<file path="src/rtl/imem_boot_pkg.sv">
// Shared types and constants for the instruction-memory boot loader.
// Stream layout: HDR_BYTES of little-endian word count, then WORD_BYTES per word.
package imem_boot_pkg;

   typedef enum logic [2:0] {
      HDR_LO,
      HDR_HI,
      DATA,
      RUN,
      ERROR
   } state_t;

   localparam int unsigned HDR_BYTES  = 2;
   localparam int unsigned WORD_BYTES = 4;

endpackage

</file>
<file path="src/rtl/imem_boot_loader_byte_packer.sv">
// Packs a byte stream into little-endian 32-bit words; pulses o_word_valid
// combinationally on the handshake of each word's final byte.
module byte_packer
   import imem_boot_pkg::*;
(
   input  logic        clk,
   input  logic        rst,
   input  logic        i_valid,
   input  logic [7:0]  i_data,
   input  logic        i_clear,
   output logic [31:0] o_word,
   output logic        o_word_valid
);

   logic [1:0]  r_lane;
   logic [23:0] r_shift;

   always_ff @(posedge clk or posedge rst) begin
      if (rst) begin
         r_lane  <= '0;
         r_shift <= '0;
      end else if (i_clear) begin
         r_lane <= '0;
      end else if (i_valid) begin
         r_lane <= r_lane + 2'd1;
         case (r_lane)
            2'd0:    r_shift[7:0]   <= i_data;
            2'd1:    r_shift[15:8]  <= i_data;
            2'd2:    r_shift[23:16] <= i_data;
            default: ;
         endcase
      end
   end

   // The top byte is never stored; it is forwarded straight into the word.
   assign o_word_valid = i_valid && (r_lane == 2'(WORD_BYTES - 1));
   assign o_word       = {i_data, r_shift};

endmodule

</file>
<file path="src/rtl/imem_boot_loader.sv">
// Boot sequencer: receives a counted byte stream, writes packed words to
// instruction memory from word 0, then releases the core from reset.
module imem_boot_loader
   import imem_boot_pkg::*;
#(
   parameter int unsigned ADDR_WIDTH = 10
) (
   input  logic                  clk,
   input  logic                  rst,
   input  logic                  s_valid,
   input  logic [7:0]            s_data,
   output logic                  s_ready,
   input  logic                  load_req,
   output logic                  imem_we,
   output logic [ADDR_WIDTH-1:0] imem_addr,
   output logic [31:0]           imem_wdata,
   output logic                  core_rst_n,
   output logic                  busy,
   output logic                  done,
   output logic                  err
);

   state_t                r_state;
   state_t                w_next;
   logic [15:0]           r_count;
   logic [ADDR_WIDTH:0]   r_word_idx;
   logic                  r_we;
   logic [ADDR_WIDTH-1:0] r_addr;
   logic [31:0]           r_wdata;
   logic                  r_released;

   logic                  w_hs;
   logic                  w_restart;
   logic                  w_pk_valid;
   logic                  w_word_valid;
   logic                  w_last_word;
   logic                  w_release;
   logic [15:0]           w_count_full;
   logic [31:0]           w_word;

   assign w_hs         = s_valid && s_ready;
   assign w_restart    = load_req && ((r_state == RUN) || (r_state == ERROR));
   assign w_pk_valid   = w_hs && (r_state == DATA);
   assign w_count_full = {s_data, r_count[7:0]};
   assign w_last_word  = w_word_valid && ((32'(r_word_idx) + 32'd1) == 32'(r_count));

   byte_packer u_packer (
      .clk          (clk),
      .rst          (rst),
      .i_valid      (w_pk_valid),
      .i_data       (s_data),
      .i_clear      (w_restart),
      .o_word       (w_word),
      .o_word_valid (w_word_valid)
   );

   always_ff @(posedge clk or posedge rst) begin
      if (rst) r_state <= HDR_LO;
      else     r_state <= w_next;
   end

   always_comb begin
      w_next = r_state;
      case (r_state)
         HDR_LO: if (w_hs) w_next = HDR_HI;
         HDR_HI: begin
            if (w_hs) begin
               if (w_count_full == 16'd0)
                  w_next = RUN;
               else if (32'(w_count_full) > (32'd1 << ADDR_WIDTH))
                  w_next = ERROR;
               else
                  w_next = DATA;
            end
         end
         DATA:   if (w_last_word) w_next = RUN;
         RUN:    if (load_req) w_next = HDR_LO;
         ERROR:  if (load_req) w_next = HDR_LO;
         default: w_next = HDR_LO;
      endcase
   end

   // RUN is entered during the final write cycle; release waits for it to retire.
   always_comb begin
      s_ready   = (r_state == HDR_LO) || (r_state == HDR_HI) || (r_state == DATA);
      busy      = s_ready;
      err       = (r_state == ERROR);
      w_release = (r_state == RUN) && !r_we;
   end

   always_ff @(posedge clk or posedge rst) begin
      if (rst) begin
         r_count    <= '0;
         r_word_idx <= '0;
         r_we       <= 1'b0;
         r_addr     <= '0;
         r_wdata    <= '0;
         r_released <= 1'b0;
      end else begin
         if ((r_state == HDR_LO) && w_hs) r_count[7:0]  <= s_data;
         if ((r_state == HDR_HI) && w_hs) r_count[15:8] <= s_data;
         if (w_restart)
            r_word_idx <= '0;
         else if (w_word_valid)
            r_word_idx <= r_word_idx + 1'b1;
         r_we <= w_word_valid;
         if (w_word_valid) begin
            r_addr  <= r_word_idx[ADDR_WIDTH-1:0];
            r_wdata <= w_word;
         end
         r_released <= w_release;
      end
   end

   assign imem_we    = r_we;
   assign imem_addr  = r_addr;
   assign imem_wdata = r_wdata;
   assign core_rst_n = w_release;
   assign done       = w_release && !r_released;

endmodule

</file>
<file path="config.mk">
export PLATFORM = sky130hd
export DESIGN_NAME = imem_boot_loader
export DESIGN_NICKNAME = d
export VERILOG_FILES = /design/src/rtl/imem_boot_pkg.sv /design/src/rtl/imem_boot_loader_byte_packer.sv /design/src/rtl/imem_boot_loader.sv
export SDC_FILE = /design/constraint.sdc
export NUM_CORES = 1
export LEC_CHECK = 0
export ABC_AREA = 0
export ABC_CLOCK_PERIOD_IN_PS = 3700
export BUFFER_PORTS_ARGS = -buffer_cell sky130_fd_sc_hd__buf_4
export CORE_ASPECT_RATIO = 1.2
export CORE_MARGIN = 3
export CORE_UTILIZATION = 50
export CTS_CLUSTER_DIAMETER = 60
export CTS_CLUSTER_SIZE = 40
export DETAILED_ROUTE_END_ITERATION = 7
export PLACE_DENSITY = 0.71
export SETUP_SLACK_MARGIN = 0.02
export SLEW_MARGIN = 10
export SYNTH_ARGS = -nofsm -noshare
export SYNTH_HDL_FRONTEND = slang
export SYNTH_SLANG_ARGS = --single-unit
export TNS_END_PERCENT = 5
</file>
<file path="constraint.sdc">
create_clock -name clk -period 3.7 [get_ports clk]
set_clock_uncertainty 0.05 [all_clocks]
set_input_delay 0.37 -clock clk [delete_from_list [all_inputs] [get_ports clk]]
set_output_delay 0.37 -clock clk [all_outputs]
set_load 0.01 [all_outputs]
</file>
==> results.md, run 1 <==
* Crit Path Category: flop to flop
* Pins Over Slew Limit at 0
* Initial Util at 51.6%
* Clock latency on the worst-skew pair at 0.36 ns
* Min cycle time layout at between 2 and 3 ns
* Cts hold-fix bufs at 0
* Post-DP HPWL at 6230 um
* CTS Sinks at 100
* H-tree depth at 3
* VDD IR max at 0.302 mV
* DRT antenna net count at 0
* Critical path origin: r_state[0]$_DFFE_PP0P_
* Tot GR Track Use at between 10% and 20%
* Detailed-route DRC error count at 0
* Number of global-route vias before repair at 3016
* Syn Nets at 405
* Detailed Route Iter0 Violations at 141
* EDFF count, synth at 0
* Post CTS Setup Buffer Count at 0
* ANT cells at 0
* Synth Flop Type: dfrtp_1
* Critical Path AT at between 2 and 3 ns
* Via Count at approximately 3k
* Fin. Hold Viols at 0
* Area leader, netlist: dfrtp_1
* Max Clock Freq at 399 MHz
* Die Width at around 92 um
* Setup Viol. Count Final at 0
* Final Cycle Share at 67.7%
* Largest net degree at the start of global routing at 76
* DR WL/cell at between 15 and 20 um
* Mapped Cells at 388
* Seq/Total Area, Yosys at 56.3%
* Max Cap Viol at 0
* Yosys warning count at 0
* Die area at 0.0101 mm2
* Via density per instance at 5.29
* Nets at about 460
* Post-DP Area at 0.00496 mm2
* Number of antenna violations at the first check in global routing at 0
* Average size of a mapped cell at 11.5 um2
* Top post-synthesis cells by area: dfrtp_1, mux2_2, nand2_1
* Worst-case clock buffer depth at 2
* Util after Layout at 59.8%
* Power per cell area at 490 mW/mm2
* Area grow syn2layout at 15.9%
* IO buf count at between 50 and 60
* Post-CTS Resized at 0
* Grt ovf at 0
* Fin area at 0.00515 mm2
* Cell area after synthesis at 0.00444 mm2
* Num rows at 37
* Critical Path Fanout Max at 31
* FF/Latch Area at 0.00250 mm2
* CTS tree: done
* Worst-path clk slew at 0.09 ns
* Filler cell count at 759
* IO Count at 60
* Total wire length at 9010 um
* Worst EP required at about 3.9 ns
* Worst Tran Pin Value at 0.897 ns
* Root Driver: clkbuf_8
* Share of cells above drive strength 1 at just under 30%
* TritonRoute pass-1 iters at 4
* Ys async rst share at 100%
* CORE AREA at 0.00861 mm2
* Outcome: finished clean
* CP Capture Type: flop
* FF+latch count, synth at 100
* Leakage at 2.63 nW
* Post-route setup TNS at 0 ns
* First-pass GRT wire length at 15200 um
* Reg-to-reg startpoint: r_state[0]$_DFFE_PP0P_
* Area of the multi-input gates at 0.00182 mm2
* RSZ-0062 raised after global routing: no
* Hold Path Class: input pin to async pin
* Num CTS Buffers at 9
* Post-synth top area share at a little under three fifths
* CP Launch Type: flop
* Routability Congestion at 0.787
* Rel. slew slack at 40.2%
* Die height at between 100 and 150 um
* Synth cell types at 47
[logic make-up after synthesis]
group / share of synthesized area, %
flip-flops: 56.3
AND/OR/NAND/NOR: 16.3
XOR/XNOR: 4.14
buffers and inverters: 2.82
adder cells (fa/ha/maj): 1.41
AO/OA/AOI/OAI: 4.62
multiplexers: 14.4
[cells in the mapped netlist (3+ instances only)]
master   number
ha_1          5
buf_2        10
nor3_1        3
o21ai_0       4
nand2_1      94
nor4_1        3
inv_1         4
dfrtp_1     100
mux2_1       14
a21oi_1       6
xor2_1        8
nor2_1       16
o21ai_1      13
mux2_2       43
buf_4         4
nand3_1       7
xnor2_1      13
o31ai_1       3
[per-layer routing]
metal  up-vias  track usage, %  part of all wire (%)
li1       1430               -                     -
met1      1491            25.2                    44
met2        56            32.9                    50
met3        18            3.80                   3.5
met4         0            7.01                   2.2
met5         -               0                     0
[layout by cell type (no fill, tap or decap), drive strengths merged, types with 3 or more instances in the layout]
cell type    n
mux2        57
o21ai       17
nand4        3
dfrtp      100
nand3        8
ha           5
inv          6
nand2       95
xnor2       13
buf         63
a21oi        6
nor3         4
clkbuf      11
xor2         8
o31ai        3
nor2        18
nor4         5
[layout make-up]
| cell class | count | area share [%] |
|---|---|---|
| clock buffer | 11 | 2.75 |
| clock inverter | 4 | 0.948 |
| inverter | 5 | 0.413 |
| multi-input combinational | 266 | 35.3 |
| sequential | 100 | 48.6 |
| tap | 117 | 2.84 |
| timing repair buffer | 63 | 9.18 |
[flip-flops by register name, indices dropped and copies added (netlist names)]
signal and cells:
imem_addr 10, imem_wdata 32, imem_we 1, r_count 16, r_released 1, r_state 3
r_word_idx 11, u_packer.r_lane 2, u_packer.r_shift 24
[critical path: stages (launching register included)]
cell      delay [ns]
dfrtp_1         0.54
and4bb_1        0.52
nand2_2         0.11
inv_2           0.45
buf_4           0.37
mux2_1          0.35
[per-stage QoR]
stage	power [mW]	cells	setup slack [ns]	hold slack, ns
3_3_place_gp	1.83	551	1.30	0.394
3_5_place_dp	1.86	551	1.23	0.410
4_1_cts	2.55	566	1.18	0.185
6_report	2.52	566	1.20	0.147
5_1_grt	2.66	566	1.04	0.224
2_1_floorplan	1.73	388	0.661	0.383
[power breakdown]
part,leakage (nW),switching (mW),internal (mW)
Combinational,1.17,0.215,0.264
Sequential,1.36,0.136,1.22
Clock,0.0996,0.358,0.328
[path summary, 6_finish.rpt]
path / end / cells past startpoint / slack [ns]
max in group asynchronous: imem_wdata[7]$_DFFE_PP0P_ / 3 / 2.57
worst min-delay path: imem_addr[9]$_DFFE_PP0P_ / 2 / 0.15
worst min register to register: imem_wdata[22]$_DFFE_PP0P_ / 2 / 0.42
min in group clk: imem_wdata[31]$_DFFE_PP0P_ / 2 / 0.25
worst max-delay path: imem_wdata[25]$_DFFE_PP0P_ / 5 / 1.20
worst max register to register: imem_wdata[25]$_DFFE_PP0P_ / 5 / 1.20
Power figures use the tool's default switching activity.
==> run 2, diff against run 1 <==
--- a/config.mk
+++ b/config.mk
@@ -6,7 +6,7 @@
 export NUM_CORES = 1
 export LEC_CHECK = 0
 export ABC_AREA = 0
-export ABC_CLOCK_PERIOD_IN_PS = 3700
+export ABC_CLOCK_PERIOD_IN_PS = 2350
 export BUFFER_PORTS_ARGS = -buffer_cell sky130_fd_sc_hd__buf_4
 export CORE_ASPECT_RATIO = 1.2
 export CORE_MARGIN = 3
==> constraint.sdc (replaced) <==
create_clock -name clk -period 2.35 [get_ports clk]
set_clock_uncertainty 0.05 [all_clocks]
set_input_delay 0.235 -clock clk [delete_from_list [all_inputs] [get_ports clk]]
set_output_delay 0.235 -clock clk [all_outputs]
set_load 0.01 [all_outputs]
==> run 2 against run 1 <==
Compared with the run above:
- sequential share of layout area is 0.82 points lower
- cell count increased by 1.6%
- count of clock-buffer cells in the layout shrank 1
==> results.md, run 2 (synthesis results as in run 1) <==
* Outcome: finished clean
* Leakage at 2.67 nW
* Critical Path AT at 2.17 ns
* Detailed-route DRC error count at 0
* Crit Path Category: flop to flop
* Max Clock Freq at 524 MHz
* Crit path largest cell delay at between 0.4 and 0.5 ns
* CORE AREA at 0.00861 mm2
* Final hold slack at roughly 0.12 ns
* Die height at between 100 and 150 um
* Power per cell area at 769 mW/mm2
* Cell family with most CP delay: simple AND/OR/NAND/NOR gates
* Initial Util at about half
* Worst EP required at 2.61 ns
* ANT cells at 0
* Nets at 470
* Non-filler cells, final at between 500 and 600
* Area grow syn2layout at 17.9%
* Num rows at 37
* Commonest non-fill, non-tap cell in the layout: dfrtp_1
* Worst path buffer plus inverter count at 0
* IO buf count at 59
* Grt ovf at 0
* Critical Path Fanout Max at 7
* CP Launch Type: flop
* RSZ-0062 raised after global routing: no
* Max reg flops at 32
* Setup Viol. Count Final at 0
* Worst Tran Pin Value at just over 0.6 ns
* Max Cap Viol at 0
* Via density per instance at 5.33
* Detailed Route Iter0 Violations at 132
* Commonest cells after routing, fill and taps aside: dfrtp_1, nand2_1, buf_4, mux2_2, nor2_1
* Die area at just over 0.01 mm2
* Post CTS Setup Buffer Count at 0
* Routability Congestion at about 0.83
* Tot GR Track Use at 19.1%
* Post-DP HPWL at between 6000 and 7000 um
* IO Count at 60
* Root Driver: clkbuf_8
* Largest net degree at the start of global routing at 65
* CTS tree: done
* VDD IR max at 0.506 mV
* Worst-path clk slew at 0.11 ns
* DR WL/cell at 15.7 um
* Pins Over Slew Limit at 0
* Via Count at 3067
* Number of global-route vias before repair at 3081
* Num CTS Buffers at 9
* Number of antenna violations at the first check in global routing at 0
* Post-route setup TNS at 0 ns
* Most frequent CP cell: and3_1
* DRT antenna net count at 0
* Hold Path Class: input pin to flop
* Rel. slew slack at 58.8%
* H-tree depth at 3
* TritonRoute pass-1 iters at 4
* Total wire length at 9030 um
* Fin. Hold Viols at 0
* DP Cell Count at 558
* Die Width at about 90 um
* CP Capture Type: flop
* Worst-case clock buffer depth at 2
* Final Cycle Share at 81.3%
* CTS Sinks at 100
* Min cycle time layout at 1.91 ns
* First-pass GRT wire length at 15000 um
* Util after Layout at between 60% and 70%
* Share of cells above drive strength 1 at 30.8%
* Slowest-stage cell, CP: dfrtp_1
* Clock latency on the worst-skew pair at 0.36 ns
* Crit-path cells: ha_1 > and3_1 > and3_1 > xnor2_1 > nor4_2 > a41o_1
==> run 2: report_power, final <==
group	switching (mW)	internal, mW	total (mW)
sequential	0.164	1.93	2.09
combinational	0.391	0.444	0.835
clock	0.655	0.446	1.10
total	1.21	2.82	4.03
==> run 2: area by class of cell <==
cell class	instances	area (um2)
clock buffers	10	138
repair buffers	71	548
inverters	5	22.5
multi-input cells	266	1820
flip-flops and latches	100	2500
clock inverters	6	65.1
fillers	739	3370
well taps	117	146
==> run 2: per-stage QoR <==
step,instance area [um2],setup WS [ns],power [mW]
2_1_floorplan,4450,0.589,2.73
3_3_place_gp,5030,0.498,2.94
3_5_place_dp,5030,0.459,2.97
4_1_cts,5240,0.440,4.07
5_1_grt,5240,0.261,4.26
6_report,5240,0.440,4.03
==> run 2: what timing repair did <==
action | CTS | global route
resized for setup | 0 | 0
endpoints found under the hold margin | 19 | 0
hold buffers | 1 | 0
==> run 2: path summary, 6_finish.rpt <==
path | cells past startpoint | slack [ns] | endpoint | startpoint
max reg2reg | 6 | 0.44 | r_state[0]$_DFFE_PP0P_ | r_word_idx[0]$_DFFE_PP0P_
max | 6 | 0.44 | r_state[0]$_DFFE_PP0P_ | r_word_idx[0]$_DFFE_PP0P_
min | 3 | 0.12 | imem_wdata[26]$_DFFE_PP0P_ | s_data[2]
max in group asynchronous | 4 | 1.17 | u_packer.r_shift[7]$_DFFE_PP0P_ | rst
min reg2reg | 2 | 0.41 | imem_wdata[0]$_DFFE_PP0P_ | u_packer.r_shift[0]$_DFFE_PP0P_
min in group asynchronous | 3 | 0.39 | imem_addr[9]$_DFFE_PP0P_ | rst
==> run 2: tightest hold or removal path: stages <==
cell and delay, ns:
buf_4 0.15, nand2_1 0.06, nand2_1 0.04
==> run 2: per-layer routing <==
| metal | GRT usage (%) | part of all wire, % |
|---|---|---|
| met5 | 0 | 0 |
| met2 | 32.6 | 48 |
| met1 | 24.6 | 46 |
| met4 | 7.43 | 2.0 |
| met3 | 3.24 | 3.7 |
